==> config.mk <==
export PLATFORM = sky130hd
export DESIGN_NAME = uart_pkt_decoder
export DESIGN_NICKNAME = d
export VERILOG_FILES = /design/src/rtl/uart_pkt_decoder.sv
export SDC_FILE = /design/constraint.sdc
export NUM_CORES = 1
export LEC_CHECK = 0
export ABC_AREA = 1
export CAP_MARGIN = 0
export CORE_MARGIN = 5
export CORE_UTILIZATION = 46
export DETAILED_ROUTE_END_ITERATION = 6
export PLACE_DENSITY = 0.69
export SYNTH_ARGS = -nofsm -noshare
export SYNTH_HDL_FRONTEND = slang
export SYNTH_SLANG_ARGS = --single-unit
==> constraint.sdc <==
create_clock -name clk -period 2.15 [get_ports clk]
set_input_delay 0.5375 -clock clk [delete_from_list [all_inputs] [get_ports clk]]
set_output_delay 0.5375 -clock clk [all_outputs]
set_load 0.005 [all_outputs]
==> src/rtl/uart_pkt_decoder.sv <==
// uart_pkt_decoder: decodes 16-bit {type,payload} UART words into remote
// position pairs, button/game state, link liveness and a protocol error count.
// Ports: clk, rst (sync, active-high), uart_en/uart_data (word strobe/data),
//   remote_xpos/remote_ypos/pos_valid, remote_keys/game_state/state_valid,
//   link_up, err_cnt.
// Config: define UART_PKT_DECODER_ERR_CNT_EN to build the error counter;
//   otherwise err_cnt is tied to 0.
module uart_pkt_decoder #(
    parameter int PAIR_TIMEOUT = 65000,
    parameter int LINK_TIMEOUT = 6500000
) (
    input  logic        clk,
    input  logic        rst,
    input  logic        uart_en,
    input  logic [15:0] uart_data,
    output logic [11:0] remote_xpos,
    output logic [11:0] remote_ypos,
    output logic        pos_valid,
    output logic [3:0]  remote_keys,
    output logic [2:0]  game_state,
    output logic        state_valid,
    output logic        link_up,
    output logic [7:0]  err_cnt
);

    localparam int PW = (PAIR_TIMEOUT > 1) ? $clog2(PAIR_TIMEOUT) : 1;
    localparam int LW = (LINK_TIMEOUT > 1) ? $clog2(LINK_TIMEOUT) : 1;

    localparam logic [PW-1:0] PAIR_LAST = PW'(PAIR_TIMEOUT - 1);
    localparam logic [LW-1:0] LINK_LAST = LW'(LINK_TIMEOUT - 1);

    localparam logic [3:0] T_POS_X = 4'h1;
    localparam logic [3:0] T_POS_Y = 4'h2;
    localparam logic [3:0] T_KEYS  = 4'h3;
    localparam logic [3:0] T_GAME  = 4'h4;
    localparam logic [3:0] T_HBEAT = 4'hF;

    typedef enum logic {
        ST_IDLE,
        ST_WAIT_Y
    } state_t;

    state_t        state, state_nxt;
    logic [11:0]   pend_x, pend_nxt;
    logic [PW-1:0] pair_cnt, pair_nxt;
    logic [LW-1:0] link_cnt, link_cnt_nxt;
    logic          link_up_nxt;
    logic          upd_pos;

    logic [3:0]  typ;
    logic [11:0] payload;
    logic        is_x, is_y, is_keys, is_game, is_hb, is_known;

    assign typ     = uart_data[15:12];
    assign payload = uart_data[11:0];

    assign is_x     = uart_en && (typ == T_POS_X);
    assign is_y     = uart_en && (typ == T_POS_Y);
    assign is_keys  = uart_en && (typ == T_KEYS);
    assign is_game  = uart_en && (typ == T_GAME);
    assign is_hb    = uart_en && (typ == T_HBEAT);
    assign is_known = is_x | is_y | is_keys | is_game | is_hb;

    // Pairing FSM. In ST_WAIT_Y an accepted POS_Y wins over the timeout,
    // and a fresh POS_X restarts the wait rather than timing out.
    always_comb begin
        state_nxt = state;
        pend_nxt  = pend_x;
        pair_nxt  = pair_cnt;
        upd_pos   = 1'b0;
        unique case (state)
            ST_IDLE: begin
                if (is_x) begin
                    pend_nxt  = payload;
                    pair_nxt  = '0;
                    state_nxt = ST_WAIT_Y;
                end
            end
            ST_WAIT_Y: begin
                if (is_y) begin
                    upd_pos   = 1'b1;
                    pair_nxt  = '0;
                    state_nxt = ST_IDLE;
                end else if (is_x) begin
                    pend_nxt = payload;
                    pair_nxt = '0;
                end else if (pair_cnt == PAIR_LAST) begin
                    pend_nxt  = '0;
                    pair_nxt  = '0;
                    state_nxt = ST_IDLE;
                end else begin
                    pair_nxt = pair_cnt + 1'b1;
                end
            end
            default: begin
                state_nxt = ST_IDLE;
            end
        endcase
    end

    // Link watchdog: only recognised word types refresh it; the counter
    // parks at its last value so link_up stays low until the next word.
    always_comb begin
        link_cnt_nxt = link_cnt;
        link_up_nxt  = link_up;
        if (is_known) begin
            link_cnt_nxt = '0;
            link_up_nxt  = 1'b1;
        end else begin
            if (link_cnt != LINK_LAST) begin
                link_cnt_nxt = link_cnt + 1'b1;
            end
            if (link_cnt_nxt == LINK_LAST) begin
                link_up_nxt = 1'b0;
            end
        end
    end

    always_ff @(posedge clk) begin
        if (rst) begin
            state       <= ST_IDLE;
            pend_x      <= '0;
            pair_cnt    <= '0;
            link_cnt    <= '0;
            link_up     <= 1'b0;
            remote_xpos <= '0;
            remote_ypos <= '0;
            pos_valid   <= 1'b0;
            remote_keys <= '0;
            game_state  <= '0;
            state_valid <= 1'b0;
        end else begin
            state     <= state_nxt;
            pend_x    <= pend_nxt;
            pair_cnt  <= pair_nxt;
            link_cnt  <= link_cnt_nxt;
            link_up   <= link_up_nxt;
            pos_valid <= upd_pos;
            if (upd_pos) begin
                remote_xpos <= pend_x;
                remote_ypos <= payload;
            end
            if (is_keys) begin
                remote_keys <= payload[3:0];
            end
            if (is_game) begin
                game_state <= payload[2:0];
            end
            state_valid <= is_keys | is_game;
        end
    end

`ifdef UART_PKT_DECODER_ERR_CNT_EN
    logic       err_pair;
    logic       err_any;
    logic [7:0] err_q;

    // Pairing errors: stray POS_Y, a repeated POS_X, or the pair timeout.
    always_comb begin
        err_pair = 1'b0;
        if (state == ST_IDLE) begin
            err_pair = is_y;
        end else if (!is_y) begin
            err_pair = is_x || (pair_cnt == PAIR_LAST);
        end
    end

    // Coincident sources collapse into a single increment.
    assign err_any = err_pair | (uart_en & ~is_known);

    always_ff @(posedge clk) begin
        if (rst) begin
            err_q <= '0;
        end else if (err_any && (err_q != 8'hFF)) begin
            err_q <= err_q + 8'd1;
        end
    end

    assign err_cnt = err_q;
`else
    assign err_cnt = 8'h00;
`endif

endmodule

==> impl_metrics.yaml <==
die:
  die_w_um: 105
  die_h_um: 105
  boundaryPins: 61
  start_util: 0.474
  core_area_mm2: 0.00876
  row_count: 34
  die_area_mm2: 0.0110
power_and_ir_drop:
  fin_total_pwr_w: 0.00310
  pwr_density_cell_mw_per_mm2: 600
  pwr-share-seq: 0.524
  leakagePower_nw: 1.86
  p_int_w: 0.00237
  max-vdd-ir-drop_uv: 349
  switching_share: 0.237
  clockPowerShare: 0.411
  p_sw_w: 0.000736
  pwr-share-comb: 0.065
worst_setup_path:
  end_kind: "flop"
  cp_max_fo: 5
  required_ps: 2410
  crit_arrival_ps: 2180
  cp-start-kind: "input pin"
  path_class: "in2reg"
synth:
  synth-simple-area-share: 0.357
  synth_xor_area_frac: 0.0359
  synth.top_cell.area_share: 0.415
  post-synth-top-count-cell: "nand2_1"
  yosysSeqAreaShare: 0.415
  synthAdderAreaFrac: 0.00603
  netlist_instances: 584
  netlist_top_cells_area: "dfxtp_1, nand2_1, nor2_1, a21oi_1, nand3_1"
  synth-edff-count: 0
  ys_types: 36
  synth_area_leader_cell: "dfxtp_1"
  synth_top_family_by_area: "simple AND/OR/NAND/NOR gates"
  syn_avg_cell_area_um2: 7.11
  synth.area.mux_share: 0
  synth.cells.most_frequent: "nand2_1, nor2_1, dfxtp_1"
  synth_compound_area_frac: 0.0955
  netlist_area_mm2: 0.00415
  synth-seq-cells: 86
  synth-main-ff-cell: "dfxtp_1"
  async_reset_ff_frac: 0
  synth_warnings: 0
cells_and_area:
  nNetsFinal: 681
  layout-drive-gt1-share: 0.129
  syn2layout_area_growth_pct: 24.5
  final_cell_count_no_fill: 773
  antenna_cells: 0
timing:
  final_hold_viol_count: 0
  finalSetupViolCount: 0
  clock.fmax_ghz: 0.521
  min_period_ps: 1920
  slew_viol_final: 0
  fin_crit_sh: 0.893
  whs_ps: 456
  rsz0062_at_grt: "false"
  finClkSkew_ps: 8.44
route:
  vias: 3917
  drt-total-wl_um: 10200
  avgRoutedWirePerCell_um: 13.2
  ant_nets: 0
  drtIter0Drc: 180
  viasPerCell: 5.07
  drc: 0
  firstDrtPassIters: 4
global_routing:
  grt_pass1_vias: 3944
  grt_antenna_before_repair: 0
  grt_use_total: 0.187
  grt_pass1_wl_um: 17400
  grt_max_degree: 43
  grt_overflow: 0
clock_network:
  h-tree-depth: 3
  cts_resized: 0
  clkLatencyLatePin_ps: 350
  holdBufCountCts: 0
  tritoncts: "yes"
  clockRootBuffer: "clkbuf_8"
  clk_pin_slew_ps: 90
  cts.sinks: 86
  postCtsSetupBuffers: 0
  cts_buffer_depth: 2
  cts_made_buffers: 9
run:
  maxCapViolations: 0
min_path:
  hp-class: "reg2reg"
place:
  port_buffers: 52
  place.gp.congestion: 0.935
  dp_cells: 757
  hpwl_um: 7590
run_status:
  status: "complete, no violations"
[metal layers]
metal,routed length [µm],GRT usage,vias up
li1,-,-,2030
met2,4780,0.304,98
met5,0,0,-
met1,4620,0.230,1769
met3,546,0.0456,20
met4,267,0.0977,0
[layout by cell type (no fill, tap or decap), drive strengths merged, types with 13 or more instances in the layout]
cell / count
a21oi: 59
inv: 59
nand4: 13
nor2: 102
nor3: 20
clkdlybuf4s50: 51
xor2: 15
nand2: 121
nand3: 52
buf: 34
dfxtp: 86
[through the flow]
stage | util | setup WS [ps] | instance area [µm²] | TNS, ps
2_1_floorplan | - | 364 | 4180 | 0
5_1_grt | 0.590 | 9.99 | 5170 | 0
4_1_cts | 0.588 | 219 | 5150 | 0
3_3_place_gp | 0.563 | -102 | 4930 | -1830
3_5_place_dp | 0.563 | -111 | 4930 | -3090
6_report | 0.590 | 229 | 5170 | 0
[cells by family after synthesis]
group	after synthesis
buf+inv	85
compound gates	76
flops	86
simple gates	317
xor+xnor	17
other cells	1
fa+ha+maj	2
[cell type report]
class	instances	area [µm²]
Fill cell	822	3590
Multi-Input combinational cell	420	2090
Sequential cell	86	1720
Timing Repair Buffer	85	776
Inverter	58	218
Tap cell	108	135
Clock buffer	10	128
Clock inverter	6	95.1
[critical path, cell delays in order]
cell,delay [ps]
clkdlybuf4s50_1,430
nor2_1,180
nand4_2,170
nand2_4,150
nand2_1,90
buf_4,140
inv_1,60
nand2_1,50
inv_1,80
nand2_1,50
a211oi_1,230
[power groups by stage]
stage               Clock (W)  Combinational (W)  Sequential (W)
detailed placement          0           0.000200         0.00166
floorplan                   0           0.000115         0.00166
finish                0.00127           0.000201         0.00163
global route          0.00138           0.000221         0.00163
CTS                   0.00130           0.000201         0.00163
global placement            0           0.000195         0.00166
[final timing paths]
path,slack (ps),endpoint,cells past startpoint,from
max,230,pair_cnt[8],11,uart_data[15]
min,460,remote_keys[2],2,remote_keys[2]
max reg2reg,250,pair_cnt[5],8,pair_cnt[0]
min reg2reg,460,remote_keys[2],2,remote_keys[2]
[sequential cells by signal, indices dropped and copies added (netlist names)]
register / flops
game_state: 3
pair_cnt: 16
remote_xpos: 12
link_up: 1
remote_keys: 4
link_cnt: 23
pos_valid: 1
state: 1
state_valid: 1
remote_ypos: 12
pend_x: 12
Power figures use the tool's default switching activity.
